**config.mk**
```make
export PLATFORM = sky130hd
export DESIGN_NAME = decode_stage_ctrl_flat
export DESIGN_NICKNAME = d
export VERILOG_FILES = /design/src/rtl/decode_stage_ctrl_if.sv /design/src/rtl/decode_stage_ctrl.sv /design/src/flat_wrapper.sv
export SDC_FILE = /design/constraint.sdc
export NUM_CORES = 1
export LEC_CHECK = 0
export BUFFER_PORTS_ARGS = -buffer_cell sky130_fd_sc_hd__buf_2
export CAP_MARGIN = 20
export CORE_ASPECT_RATIO = 0.8
export CORE_UTILIZATION = 43
export CTS_CLUSTER_DIAMETER = 40
export DETAILED_ROUTE_END_ITERATION = 8
export PLACE_DENSITY = 0.76
export RECOVER_POWER = 100
export SETUP_SLACK_MARGIN = 0.1
export SYNTH_ARGS = -nofsm -noshare
export SYNTH_HDL_FRONTEND = slang
export SYNTH_SLANG_ARGS = --single-unit
```
**constraint.sdc**
```tcl
create_clock -name clk -period 1.8 [get_ports clk]
set_clock_uncertainty 0.1 [all_clocks]
set_input_delay 0.18 -clock clk [delete_from_list [all_inputs] [get_ports clk]]
set_output_delay 0.18 -clock clk [all_outputs]
set_load 0.01 [all_outputs]
```
**src/rtl/decode_stage_ctrl_if.sv**
```systemverilog
// decode_stage_pkg + decode_stage_ctrl_if
//
// Purpose: shared RV32I control-word types and the handshake bundle between
// the IF/ID path, the decode stage and the ID/EX register.
//
// Interface signals:
//   flush                      kill the held instruction
//   in_valid / in_ready        upstream handshake
//   in_instr [31:0]            instruction word
//   in_pc [XLEN-1:0]           instruction PC
//   out_valid / out_ready      downstream handshake
//   out_ctrl                   decoded rv32i_control_word
//   out_pc / out_instr         registered PC and word of the held instruction
//   out_md / out_illegal       held instruction is an M-op / is illegal
//   md_start / md_kill         one-cycle launch / abort pulses for mul/div
// Modports: master = pipeline side (drives inputs, consumes outputs),
//           slave  = decode stage.

package decode_stage_pkg;

  typedef enum logic [2:0] {
    alu_add = 3'b000,
    alu_sll = 3'b001,
    alu_sra = 3'b010,
    alu_sub = 3'b011,
    alu_xor = 3'b100,
    alu_srl = 3'b101,
    alu_or  = 3'b110,
    alu_and = 3'b111
  } alu_ops;

  typedef enum logic [2:0] {
    beq  = 3'b000,
    bne  = 3'b001,
    blt  = 3'b100,
    bge  = 3'b101,
    bltu = 3'b110,
    bgeu = 3'b111
  } branch_funct3_t;

  typedef enum logic [3:0] {
    alu_out  = 4'd0,
    br_en    = 4'd1,
    u_imm    = 4'd2,
    lw       = 4'd3,
    pc_plus4 = 4'd4,
    lb       = 4'd5,
    lbu      = 4'd6,
    lh       = 4'd7,
    lhu      = 4'd8
  } regfilemux_sel_t;

  typedef enum logic {
    rs1_out = 1'b0,
    pc_out  = 1'b1
  } alumux1_sel_t;

  typedef enum logic [2:0] {
    a2_i_imm   = 3'd0,
    a2_u_imm   = 3'd1,
    a2_b_imm   = 3'd2,
    a2_s_imm   = 3'd3,
    a2_j_imm   = 3'd4,
    a2_rs2_out = 3'd5
  } alumux2_sel_t;

  typedef enum logic {
    cmp_rs2_out = 1'b0,
    cmp_i_imm   = 1'b1
  } cmpmux_sel_t;

  localparam logic [6:0] OP_LUI   = 7'b0110111;
  localparam logic [6:0] OP_AUIPC = 7'b0010111;
  localparam logic [6:0] OP_JAL   = 7'b1101111;
  localparam logic [6:0] OP_JALR  = 7'b1100111;
  localparam logic [6:0] OP_BR    = 7'b1100011;
  localparam logic [6:0] OP_LOAD  = 7'b0000011;
  localparam logic [6:0] OP_STORE = 7'b0100011;
  localparam logic [6:0] OP_IMM   = 7'b0010011;
  localparam logic [6:0] OP_REG   = 7'b0110011;

  typedef struct packed {
    logic [6:0]      opcode;
    logic [2:0]      funct3;
    logic [6:0]      funct7;
    alu_ops          aluop;
    branch_funct3_t  cmpop;
    logic            load_regfile;
    regfilemux_sel_t regfilemux_sel;
    alumux1_sel_t    alumux1_sel;
    alumux2_sel_t    alumux2_sel;
    cmpmux_sel_t     cmpmux_sel;
    logic            dmem_read;
    logic            dmem_write;
    logic [3:0]      mem_byte_enable;
    logic            br_en;
  } rv32i_control_word;

endpackage

interface decode_stage_ctrl_if #(
  parameter int XLEN = 32
);
  import decode_stage_pkg::*;

  logic              flush;
  logic              in_valid;
  logic              in_ready;
  logic [31:0]       in_instr;
  logic [XLEN-1:0]   in_pc;
  logic              out_valid;
  logic              out_ready;
  rv32i_control_word out_ctrl;
  logic [XLEN-1:0]   out_pc;
  logic [31:0]       out_instr;
  logic              out_md;
  logic              out_illegal;
  logic              md_start;
  logic              md_kill;

  modport master (
    output flush, in_valid, in_instr, in_pc, out_ready,
    input  in_ready, out_valid, out_ctrl, out_pc, out_instr,
           out_md, out_illegal, md_start, md_kill
  );

  modport slave (
    input  flush, in_valid, in_instr, in_pc, out_ready,
    output in_ready, out_valid, out_ctrl, out_pc, out_instr,
           out_md, out_illegal, md_start, md_kill
  );

endinterface

```
**src/rtl/decode_stage_ctrl.sv**
```systemverilog
// decode_stage_ctrl
//
// Purpose: registered RV32I/RV32M decode stage. Each accepted instruction is
// decoded into an rv32i_control_word and held under a valid/ready handshake.
// M-ops park the stage in WAIT for MUL_LAT/DIV_LAT cycles while the mul/div
// unit runs; flush empties the stage and aborts an in-flight M-op.
//
// Ports:
//   clk   rising-edge clock
//   rst   asynchronous, active-low reset
//   bus   decode_stage_ctrl_if.slave (handshakes, decoded outputs, md pulses)
//
// Parameters: XLEN (PC width), EN_M (decode RV32M, else illegal),
//             MUL_LAT / DIV_LAT (stage occupancy of mul / div ops, >= 1).

module decode_stage_ctrl #(
  parameter int XLEN    = 32,
  parameter int EN_M    = 1,
  parameter int MUL_LAT = 3,
  parameter int DIV_LAT = 33
) (
  input  logic                clk,
  input  logic                rst,
  decode_stage_ctrl_if.slave  bus
);
  import decode_stage_pkg::*;

  localparam int MAX_LAT = (MUL_LAT > DIV_LAT) ? MUL_LAT : DIV_LAT;
  localparam int CNT_W   = $clog2(MAX_LAT) + 1;
  localparam logic [CNT_W-1:0] MUL_CNT = CNT_W'(MUL_LAT - 1);
  localparam logic [CNT_W-1:0] DIV_CNT = CNT_W'(DIV_LAT - 1);

  typedef enum logic [1:0] {EMPTY, FULL, WAIT} state_t;

  state_t            state_reg;
  logic [CNT_W-1:0]  cnt_reg;
  logic              out_valid_reg;
  rv32i_control_word ctrl_reg;
  logic [XLEN-1:0]   pc_reg;
  logic [31:0]       instr_reg;
  logic              md_reg;
  logic              illegal_reg;
  logic              md_start_reg;
  logic              md_kill_reg;

  rv32i_control_word dec_ctrl;
  logic              dec_md;
  logic              dec_illegal;
  logic [CNT_W-1:0]  dec_cnt;
  logic              in_ready_int;
  logic              capture;

  logic [6:0] opcode;
  logic [2:0] funct3;
  logic [6:0] funct7;

  assign opcode = bus.in_instr[6:0];
  assign funct3 = bus.in_instr[14:12];
  assign funct7 = bus.in_instr[31:25];

  // Combinational decode of the incoming word.
  always_comb begin
    dec_ctrl                 = '0;
    dec_ctrl.opcode          = opcode;
    dec_ctrl.funct3          = funct3;
    dec_ctrl.funct7          = funct7;
    dec_ctrl.aluop           = alu_add;
    dec_ctrl.cmpop           = beq;
    dec_ctrl.load_regfile    = 1'b0;
    dec_ctrl.regfilemux_sel  = alu_out;
    dec_ctrl.alumux1_sel     = rs1_out;
    dec_ctrl.alumux2_sel     = a2_i_imm;
    dec_ctrl.cmpmux_sel      = cmp_rs2_out;
    dec_ctrl.dmem_read       = 1'b0;
    dec_ctrl.dmem_write      = 1'b0;
    dec_ctrl.mem_byte_enable = 4'b1111;
    dec_ctrl.br_en           = 1'b0;
    dec_md                   = 1'b0;
    dec_illegal              = 1'b0;

    case (opcode)
      OP_LUI: begin
        dec_ctrl.load_regfile   = 1'b1;
        dec_ctrl.regfilemux_sel = u_imm;
      end
      OP_AUIPC: begin
        dec_ctrl.alumux1_sel  = pc_out;
        dec_ctrl.alumux2_sel  = a2_u_imm;
        dec_ctrl.load_regfile = 1'b1;
      end
      OP_JAL: begin
        dec_ctrl.alumux1_sel    = pc_out;
        dec_ctrl.alumux2_sel    = a2_j_imm;
        dec_ctrl.load_regfile   = 1'b1;
        dec_ctrl.regfilemux_sel = pc_plus4;
      end
      OP_JALR: begin
        dec_ctrl.load_regfile   = 1'b1;
        dec_ctrl.regfilemux_sel = pc_plus4;
      end
      OP_BR: begin
        dec_ctrl.alumux1_sel = pc_out;
        dec_ctrl.alumux2_sel = a2_b_imm;
        dec_ctrl.cmpop       = branch_funct3_t'(funct3);
      end
      OP_LOAD: begin
        dec_ctrl.dmem_read    = 1'b1;
        dec_ctrl.load_regfile = 1'b1;
        case (funct3)
          3'b000:  dec_ctrl.regfilemux_sel = lb;
          3'b001:  dec_ctrl.regfilemux_sel = lh;
          3'b100:  dec_ctrl.regfilemux_sel = lbu;
          3'b101:  dec_ctrl.regfilemux_sel = lhu;
          default: dec_ctrl.regfilemux_sel = lw;
        endcase
      end
      OP_STORE: begin
        dec_ctrl.alumux2_sel = a2_s_imm;
        dec_ctrl.dmem_write  = 1'b1;
      end
      OP_IMM: begin
        dec_ctrl.load_regfile = 1'b1;
        case (funct3)
          3'b010: begin
            dec_ctrl.cmpmux_sel     = cmp_i_imm;
            dec_ctrl.cmpop          = blt;
            dec_ctrl.regfilemux_sel = br_en;
          end
          3'b011: begin
            dec_ctrl.cmpmux_sel     = cmp_i_imm;
            dec_ctrl.cmpop          = bltu;
            dec_ctrl.regfilemux_sel = br_en;
          end
          3'b101:  dec_ctrl.aluop = funct7[5] ? alu_sra : alu_srl;
          default: dec_ctrl.aluop = alu_ops'(funct3);
        endcase
      end
      OP_REG: begin
        if (funct7 == 7'd1) begin
          if (EN_M != 0) begin
            // M-op: result comes back through the ALU output path.
            dec_md                  = 1'b1;
            dec_ctrl.load_regfile   = 1'b1;
            dec_ctrl.regfilemux_sel = alu_out;
          end else begin
            dec_illegal = 1'b1;
          end
        end else begin
          dec_ctrl.load_regfile = 1'b1;
          dec_ctrl.alumux2_sel  = a2_rs2_out;
          case (funct3)
            3'b000:  dec_ctrl.aluop = funct7[5] ? alu_sub : alu_add;
            3'b010: begin
              dec_ctrl.cmpop          = blt;
              dec_ctrl.regfilemux_sel = br_en;
            end
            3'b011: begin
              dec_ctrl.cmpop          = bltu;
              dec_ctrl.regfilemux_sel = br_en;
            end
            3'b101:  dec_ctrl.aluop = funct7[5] ? alu_sra : alu_srl;
            default: dec_ctrl.aluop = alu_ops'(funct3);
          endcase
        end
      end
      default: dec_illegal = 1'b1;
    endcase
  end

  assign dec_cnt = funct3[2] ? DIV_CNT : MUL_CNT;

  // Intake is closed during flush and while reset is held so nothing can be
  // accepted on an edge that is about to be discarded.
  always_comb begin
    in_ready_int = 1'b0;
    case (state_reg)
      EMPTY:   in_ready_int = 1'b1;
      FULL:    in_ready_int = bus.out_ready;
      default: in_ready_int = 1'b0;
    endcase
    if (bus.flush || !rst) begin
      in_ready_int = 1'b0;
    end
  end

  assign capture = bus.in_valid & in_ready_int;

  always_ff @(posedge clk or negedge rst) begin
    if (!rst) begin
      state_reg     <= EMPTY;
      cnt_reg       <= '0;
      out_valid_reg <= 1'b0;
      ctrl_reg      <= '0;
      pc_reg        <= '0;
      instr_reg     <= '0;
      md_reg        <= 1'b0;
      illegal_reg   <= 1'b0;
      md_start_reg  <= 1'b0;
      md_kill_reg   <= 1'b0;
    end else begin
      md_start_reg <= 1'b0;
      md_kill_reg  <= 1'b0;
      if (bus.flush) begin
        state_reg     <= EMPTY;
        cnt_reg       <= '0;
        out_valid_reg <= 1'b0;
        // Only an M-op in flight has a mul/div unit to abort.
        md_kill_reg   <= (state_reg == WAIT);
      end else begin
        case (state_reg)
          EMPTY, FULL: begin
            if (capture) begin
              ctrl_reg    <= dec_ctrl;
              pc_reg      <= bus.in_pc;
              instr_reg   <= bus.in_instr;
              md_reg      <= dec_md;
              illegal_reg <= dec_illegal;
              if (dec_md) begin
                state_reg     <= WAIT;
                cnt_reg       <= dec_cnt;
                md_start_reg  <= 1'b1;
                out_valid_reg <= 1'b0;
              end else begin
                state_reg     <= FULL;
                out_valid_reg <= 1'b1;
              end
            end else if (state_reg == FULL && bus.out_ready) begin
              state_reg     <= EMPTY;
              out_valid_reg <= 1'b0;
            end
          end
          WAIT: begin
            if (cnt_reg == '0) begin
              state_reg     <= FULL;
              out_valid_reg <= 1'b1;
            end else begin
              cnt_reg <= cnt_reg - CNT_W'(1);
            end
          end
          default: begin
            state_reg     <= EMPTY;
            out_valid_reg <= 1'b0;
          end
        endcase
      end
    end
  end

  assign bus.in_ready    = in_ready_int;
  assign bus.out_valid   = out_valid_reg;
  assign bus.out_ctrl    = ctrl_reg;
  assign bus.out_pc      = pc_reg;
  assign bus.out_instr   = instr_reg;
  assign bus.out_md      = md_reg;
  assign bus.out_illegal = illegal_reg;
  assign bus.md_start    = md_start_reg;
  assign bus.md_kill     = md_kill_reg;

endmodule
```
**src/flat_wrapper.sv**
```systemverilog
// flat-port wrapper written by rule: the top's interface ports become plain ports
module decode_stage_ctrl_flat import decode_stage_pkg::*;
#(
  parameter int XLEN    = 32,
  parameter int EN_M    = 1,
  parameter int MUL_LAT = 3,
  parameter int DIV_LAT = 33
)
  (clk, rst, bus_flush, bus_in_valid, bus_in_instr, bus_in_pc, bus_out_ready, bus_in_ready, bus_out_valid, bus_out_ctrl, bus_out_pc, bus_out_instr, bus_out_md, bus_out_illegal, bus_md_start, bus_md_kill);
  decode_stage_ctrl_if #(.XLEN(XLEN)) bus_i ();
  input  logic clk;
  input  logic rst;
  input wire logic [$bits(bus_i.flush)-1:0] bus_flush;
  input wire logic [$bits(bus_i.in_valid)-1:0] bus_in_valid;
  input wire logic [$bits(bus_i.in_instr)-1:0] bus_in_instr;
  input wire logic [$bits(bus_i.in_pc)-1:0] bus_in_pc;
  input wire logic [$bits(bus_i.out_ready)-1:0] bus_out_ready;
  output wire logic [$bits(bus_i.in_ready)-1:0] bus_in_ready;
  output wire logic [$bits(bus_i.out_valid)-1:0] bus_out_valid;
  output wire logic [$bits(bus_i.out_ctrl)-1:0] bus_out_ctrl;
  output wire logic [$bits(bus_i.out_pc)-1:0] bus_out_pc;
  output wire logic [$bits(bus_i.out_instr)-1:0] bus_out_instr;
  output wire logic [$bits(bus_i.out_md)-1:0] bus_out_md;
  output wire logic [$bits(bus_i.out_illegal)-1:0] bus_out_illegal;
  output wire logic [$bits(bus_i.md_start)-1:0] bus_md_start;
  output wire logic [$bits(bus_i.md_kill)-1:0] bus_md_kill;
  assign bus_i.flush = bus_flush;
  assign bus_i.in_valid = bus_in_valid;
  assign bus_i.in_instr = bus_in_instr;
  assign bus_i.in_pc = bus_in_pc;
  assign bus_i.out_ready = bus_out_ready;
  assign bus_in_ready = bus_i.in_ready;
  assign bus_out_valid = bus_i.out_valid;
  assign bus_out_ctrl = bus_i.out_ctrl;
  assign bus_out_pc = bus_i.out_pc;
  assign bus_out_instr = bus_i.out_instr;
  assign bus_out_md = bus_i.out_md;
  assign bus_out_illegal = bus_i.out_illegal;
  assign bus_md_start = bus_i.md_start;
  assign bus_md_kill = bus_i.md_kill;
  decode_stage_ctrl #(.XLEN(XLEN), .EN_M(EN_M), .MUL_LAT(MUL_LAT), .DIV_LAT(DIV_LAT)) u_core (.clk(clk), .rst(rst), .bus(bus_i));
endmodule
```
* Word level (Yosys, flattened, before mapping) *
Cells that the tools add are included.

storage, ports and cells
  bits in registers = 114
  output and inout port bits = 110
  input bits = 69

cells by class
  bitwise gates (word level) = 2
  muxes and demuxes = 48
  eq/ne operators = 22
  add/subtract/negate cells = 1
  reduce and logical (&&, ||, !) cells = 16

operator list
  kind                                                                     number
  7-bit two-way mux                                                        4
  7-bit by 6-bit == test with 1-bit output, second input constant          3
  7-bit == test, second input constant                                     3
  1-bit two-way mux                                                        20
  4-bit one-hot mux with 5 select lines                                    1
  3-bit one-hot mux with 2 select lines                                    3
  3-bit one-hot mux with 3 select lines                                    2
  4-bit one-hot mux with 4 select lines                                    1
  3-bit one-hot mux with 5 select lines                                    1
  7-bit by 5-bit == test with 1-bit output, second input constant          2
  7-bit one-hot mux with 2 select lines                                    1
  2-bit two-way mux                                                        6
  6-bit two-way mux                                                        2
  9-bit OR reduction                                                       1
  7-bit by 1-bit == test with 1-bit output, second input constant          1
  7-bit by 2-bit == test with 1-bit output, second input constant          1
  7-bit zero test                                                          1
  7-bit by 1-bit subtractor with 7-bit output, second input constant       1
  3-bit by 2-bit == test with 1-bit output, second input constant          2
  3-bit == test, second input constant                                     2
  3-bit two-way mux                                                        2
  3-bit by 2-bit inequality test with 1-bit output, second input constant  2
  3-bit inequality test, second input constant                             2
  1-bit one-hot mux with 2 select lines                                    3
  other kinds (20)                                                         22

* Longest topological paths before layout *
Gate-level depths: netlist of the first run.

  depth after elaboration = 7
  mapped depth = 7
  gate-level depth less buffers = 6

* Worst setup path after synthesis of the first run *
Ideal clock, no wire load.

  path type = register -> register
  start = register, netlist name u_core.bus.out_valid
  end = register u_core.cnt_reg[3]
  arrival = 1716 ps
  required time = 1578 ps
  stages on the path, launching flop included = 8
  setup slack = -137 ps
  path through = dfrtp_1 nor2b_4 or4_1 buf_2 or2_4 clkinv_4 o21ai_1 a32o_1

RTL lines
  item                  line                      RTL
  to (signal assigned)  decode_stage_ctrl.sv:220  cnt_reg <= dec_cnt;
  to (signal assigned)  decode_stage_ctrl.sv:237  cnt_reg <= cnt_reg - CNT_W'(1);
  to (decl)             decode_stage_ctrl.sv:36   logic [CNT_W-1:0] cnt_reg;

==> results.toml, run 1 <==
[sta]
max_freq_ghz = 0.5430
min_period_over_period = 1.023
slew-limit-headroom = 0.6666
tightestPinTransition_ns = 0.5000
rsz0062_at_grt = "true"
setup_viol = 3
drv_slew = 0
worst_slack_ns = -0.04175
hold_violations = 0
min_period_ns = 1.842
whs_ns = 0.007745

[logic_synthesis]
synth_cells = 493
synth_top_area_share = 0.5570
synthDistinctLibCells = 52
synth_seq_area_share = 0.5570
syn_avg_cell_area_um2 = 8.748
synth-edff-count = 0
synth_seq_cells = 96
synth_flop_cell = "dfrtp_1"
syn_area_mm2 = 0.004313
async_flop_share = 1.000
yosys_warnings = 0
synth_nets = 564
synth_area_leaders = "dfrtp_1, nand2_1, buf_4, o21ai_0, nor2_1"
yosysTopAreaCell = "dfrtp_1"

[die]
die_area_mm2 = 0.01044
start_util = 0.4451
die_y_um = 91.58
core_mm2 = 0.009689
num_rows = 32
io_pins = 179
die_w_um = 114.0

[grt]
antenna_found_initial = 0
grt-ovfl-total = 0
track_usage = 0.2322
grt_max_degree = 98
grt_pass1_vias = 4092
grt_pass1_wl_mm = 19.39

[drt]
postRouteAntennaNets = 0
wl_per_cell_um = 14.80
drc_errors = 0
first_pass_iters = 5
num_vias = 4317
via_per_inst = 5.031
first_iter_violations = 289
wirelength_mm = 12.70

[final_layout]
area_growth_pct = 43.57
final_layout_size_suffix_gt1_frac = 0.1911
ff_latch_area_mm2 = 0.002402
multi_input_area_mm2 = 0.001692
antenna_cells = 0
largest_reg_flops = 33
nNetsFinal = 788
fillCellCount = 835

[clocking]
cts-root-buf = "clkbuf_16"
cts_tree = "done"
cts_sinks = 96
cts.path.max_buffers = 2
cts_buffers = 9
clk_pin_slew_ns = 0.08
clkLatencyLatePin_ns = 0.33
postCtsHoldBufs = 50
cts_max_level = 3

[worst_setup_path]
end_kind = "flop"
r2r.worst_path.cells = 6
crit_required_ns = 1.92
critical_path.startpoint = "u_core.bus.out_valid"
crit_path_start_kind = "flop"
crit_end = "u_core.cnt_reg[3]"
r2r_slack_ns = -0.04
crit_fanout = 5
arrival_ns = 1.96
critPathKind = "reg -> reg"
r2r_start = "u_core.bus.out_valid"
rr_endpoint = "u_core.cnt_reg[3]"

[status]
outcome = "finished with violations"
violations = "setup timing"

[pwr]
leakagePower_uw = 0.003054
vdd_drop_max_mv = 0.5236
power_density_mw_per_mm2 = 897.9
power.total_uw = 5560

[place]
gp_congestion = 0.8987
io_buffers = 177
place_hpwl_mm = 7.918

[run]
maxCapViolCount = 0

[min_path]
min_path_type = "in -> async"
-- worst min path at each step --
stage	to	slack (ns)	cells past startpoint
4_1_cts	u_core.bus.out_ctrl[36]	-0.14	2
3_3_place_gp	u_core.bus.out_ctrl[36]	0.22	2
6_report	u_core.bus.out_ctrl[36]	0.008	2
3_5_place_dp	u_core.bus.out_ctrl[36]	0.22	2
5_1_grt	u_core.bus.out_ctrl[23]	0.007	3
2_1_floorplan	u_core.bus.md_kill	-0.22	0
-- power by group --
group	switching (µW)	leakage [µW]	internal, µW
logic	612	0.00167	407
clock network	879	0.000150	1110
registers	154	0.00124	2400
total	1640	0.00305	3920
-- cells in the final DEF, fill, tap and decap left out, drive strengths merged, types with 2 or more instances in the layout --
cell type and instances:
a21oi 9, a22o 4, a22oi 2, a31oi 5, and2 2, and3 2
and3b 2, buf 101, clkbuf 119, clkinv 3, dfrtp 96, dlygate4sd3 50
ha 2, inv 10, nand2 213, nand2b 4, nand3 3, nand3b 2
nand4 3, nor2 20, nor2b 6, nor3 3, nor4 6, o21ai 22
o31ai 3, o41ai 3, or2 2, or4 2, xnor2 2
-- repair_timing --
action | CTS | global route
endpoints found under the setup margin | 46 | 72
setup buffers | 1 | 6
hold endpoints to repair | 146 | 96
cloned | 0 | 3
gates resized for setup | 10 | 14
pin swaps | 1 | 7
-- stage by stage --
step | cell area, µm² | instances | utilization | TNS [ns] | worst slack [ns]
floorplan | 4388 | 493 | - | -2.151 | -0.1174
global placement | 5314 | 782 | 0.5484 | -0.004922 | -0.004922
detailed placement | 5314 | 782 | 0.5484 | -0.3076 | -0.05436
CTS | 6183 | 849 | 0.6382 | -0.07293 | -0.03002
global route | 6192 | 858 | 0.6391 | -0.4325 | -0.07126
finish | 6192 | 858 | 0.6391 | -0.04894 | -0.04175
-- Yosys cell counts (3+ instances only) --
library cell  count
a21oi_1           9
a22o_1            4
a31oi_1           5
buf_1             4
buf_2             6
buf_4            21
clkbuf_1         17
dfrtp_1          96
inv_1             7
nand2_1         213
nand2b_1          4
nand3_1           3
nand4_1           3
nor2_1           20
nor2b_1           5
nor3_1            3
nor4_1            6
o21ai_0          20
o31ai_1           3
o41ai_1           3
-- critical path: stages, from the launching register on --
cell and delay (ns):
dfrtp_1 0.38, nor2b_4 0.13, or4_4 0.53, or2_4 0.29
clkinv_4 0.06, o21ai_2 0.04, a32o_1 0.20
-- kinds of logic after synthesis --
| logic type | share of synthesized area |
|---|---|
| other cells | 0.0008695 |
| buf+inv | 0.06992 |
| mux | 0.002321 |
| xor+xnor | 0.004062 |
| compound gates | 0.09081 |
| flops | 0.5570 |
| fa+ha+maj | 0.005801 |
| simple gates | 0.2692 |
-- metal layers --
metal	vias up	global-route usage	part of all wire
li1	2033	-	-
met1	2046	0.2936	0.43
met2	212	0.3955	0.48
met3	26	0.04606	0.068
met4	0	0.08009	0.022
met5	-	0	0
-- area by class of cell --
class,count,area share
sequential,96,0.3880
multi-input combinational,341,0.2732
timing repair buffer,261,0.2554
clock buffer,9,0.03637
tap,136,0.02748
clock inverter,7,0.01394
inverter,8,0.005658
No activity file was read; power rests on OpenSTA's default activity.
==> inputs of run 2 (changes only) <==
--- a/config.mk
+++ b/config.mk
@@ -12,7 +12,7 @@
 export CTS_CLUSTER_DIAMETER = 40
 export DETAILED_ROUTE_END_ITERATION = 8
 export PLACE_DENSITY = 0.76
-export RECOVER_POWER = 100
+export RECOVER_POWER = 25
 export SETUP_SLACK_MARGIN = 0.1
 export SYNTH_ARGS = -nofsm -noshare
 export SYNTH_HDL_FRONTEND = slang
==> run 2 against run 1 <==
The flow finishes with violations (hold timing, setup timing). Power up 1.3%. Final cell count unchanged. Sequential share of layout area down 0.83 points. Die area unchanged. Maximum frequency up 0.16%. Hold slack worse by 0.0084 ns. Via count up 0.19%. Critical endpoint unchanged. Core utilization up 1.4 points. Sequential power about the same.
==> results.toml, run 2 (synthesized netlist as in run 1, its figures left out) <==
[drt]
via_per_inst = 5.041
num_vias = 4325
postRouteAntennaNets = 0
drc_errors = 0
wl_per_cell_um = 14.68
first_pass_iters = 5
wirelength_mm = 12.60
first_iter_violations = 286

[sta]
setup_viol = 3
min_period_over_period = 1.022
hold_violations = 1
drv_slew = 0
whs_ns = -0.0006350
worst_slack_ns = -0.03888
max_freq_ghz = 0.5438
setup-tns-final_ns = -0.04415
rsz0062_at_grt = "true"
min_period_ns = 1.839

[worst_setup_path]
crit_fanout = 5
critPathKind = "reg -> reg"
r2r.worst_path.cells = 6
crit_family = "simple AND/OR/NAND/NOR gates"
slowest_delay_ns = 0.53
arrival_ns = 1.96
rr_endpoint = "u_core.cnt_reg[3]"
critPathSlowestCell = "or4_4"
crit_required_ns = 1.92
end_kind = "flop"
r2r_start = "u_core.bus.out_valid"
critical_path_depth = 6
crit_path_start_kind = "flop"
cp_num_buf_inv = 1
r2r_slack_ns = -0.04
cp_cell_sequence = "nor2b_4, or4_4, or2_4, clkinv_4, o21ai_2, a32o_1"

[final_layout]
finalNonFillerCells = 858
nNetsFinal = 788
utilization = 0.6530
layout_common_cells = "nand2_1, buf_2, dfrtp_1, dlygate4sd3_1, buf_4"
final_area_mm2 = 0.006327
largest_reg_flops = 33
final_common_cell = "nand2_1"
fillCellCount = 765
antenna_cells = 0
final_layout_size_suffix_gt1_frac = 0.3407
area_growth_pct = 46.71

[pwr]
switching_share = 0.2903
p_switching_uw = 1635
pwr-share-clk = 0.353
p_int_uw = 3998
leakagePower_uw = 0.003423
power_frac_seq = 0.452
p_comb_frac = 0.195
vdd_drop_max_mv = 0.5247
power_density_mw_per_mm2 = 890.3

[clocking]
clkLatencyLatePin_ns = 0.33
clk_pin_slew_ns = 0.08
cts.path.max_buffers = 2
cts_sinks = 96
cts-root-buf = "clkbuf_16"
postCtsHoldBufs = 50
cts_max_level = 3
cts_tree = "done"
cts_buffers = 9

[die]
die_w_um = 114.0
num_rows = 32
start_util = 0.4451
core_mm2 = 0.009689
io_pins = 179
die_y_um = 91.58
die_area_mm2 = 0.01044

[grt]
grt_max_degree = 98
grt_pass1_wl_mm = 19.39
track_usage = 0.2322
antenna_found_initial = 0
grt_pass1_vias = 4092
grt-ovfl-total = 0

[status]
violations = "hold timing, setup timing"
outcome = "finished with violations"

[place]
placed_area_mm2 = 0.005314
io_buffers = 177
place_hpwl_mm = 7.918
placed_cells = 782
gp_congestion = 0.8987

[min_path]
min_path_type = "in -> async"

[run]
maxCapViolCount = 0
## run 2: changes by cell type in the layout (fill, tap and decap cells not counted), sizes merged
cell / before / now
buf: 101 / 209
clkbuf: 119 / 11
## run 2: metrics by stage
step | total power, µW | setup WS, ns
after detailed placement | 3558 | -0.05436
after global placement | 3525 | -0.004922
after CTS | 5632 | -0.03002
after global routing | 5896 | -0.07126
after floorplan | 3113 | -0.1174
final | 5633 | -0.03888
## run 2: cell type report
cell class,instances,area [µm²],area share
sequential,96,2402,0.3797
timing repair buffer,261,1717,0.2713
multi-input combinational,341,1692,0.2674
tap,136,170.2,0.02689
clock buffer,9,225.2,0.03559
clock inverter,7,86.33,0.01364
inverter,8,35.03,0.005537
## run 2: worst max-delay path by stage
stage / start / endpoint
final: u_core.bus.out_valid / u_core.cnt_reg[3]
after global routing: u_core.bus.out_valid / u_core.cnt_reg[3]
after CTS: u_core.bus.out_valid / u_core.cnt_reg[3]
after detailed placement: bus_in_instr[29] / u_core.cnt_reg[3]
after global placement: bus_in_instr[26] / u_core.cnt_reg[3]
after floorplan: u_core.bus.out_valid / u_core.cnt_reg[3]
## run 2: power groups by stage
stage | logic [µW] | clock network, µW | registers, µW
2_1_floorplan | 419 | 0 | 2690
3_3_place_gp | 955 | 0 | 2570
3_5_place_dp | 982 | 0 | 2580
4_1_cts | 1070 | 2020 | 2540
5_1_grt | 1210 | 2110 | 2580
6_report | 1100 | 1990 | 2540
## run 2: routing by layer
metal  global-route usage  part of all wire  wire length, µm  vias to the layer above
met5                    0                 0                0                        -
met3              0.04606             0.074              927                       36
met2               0.3955              0.48             6032                      224
met4              0.08009             0.026              327                        0
met1               0.2936              0.42             5310                     2029
li1                     -                 -                -                     2036
## run 2: repair_timing
| action | in CTS | in global routing |
|---|---|---|
| buffers inserted | 1 | 6 |
| gates resized for setup | 10 | 14 |
| hold endpoints to repair | 146 | 96 |
| setup endpoints to repair | 46 | 72 |
| gates cloned | 0 | 3 |
| pin swaps | 1 | 7 |
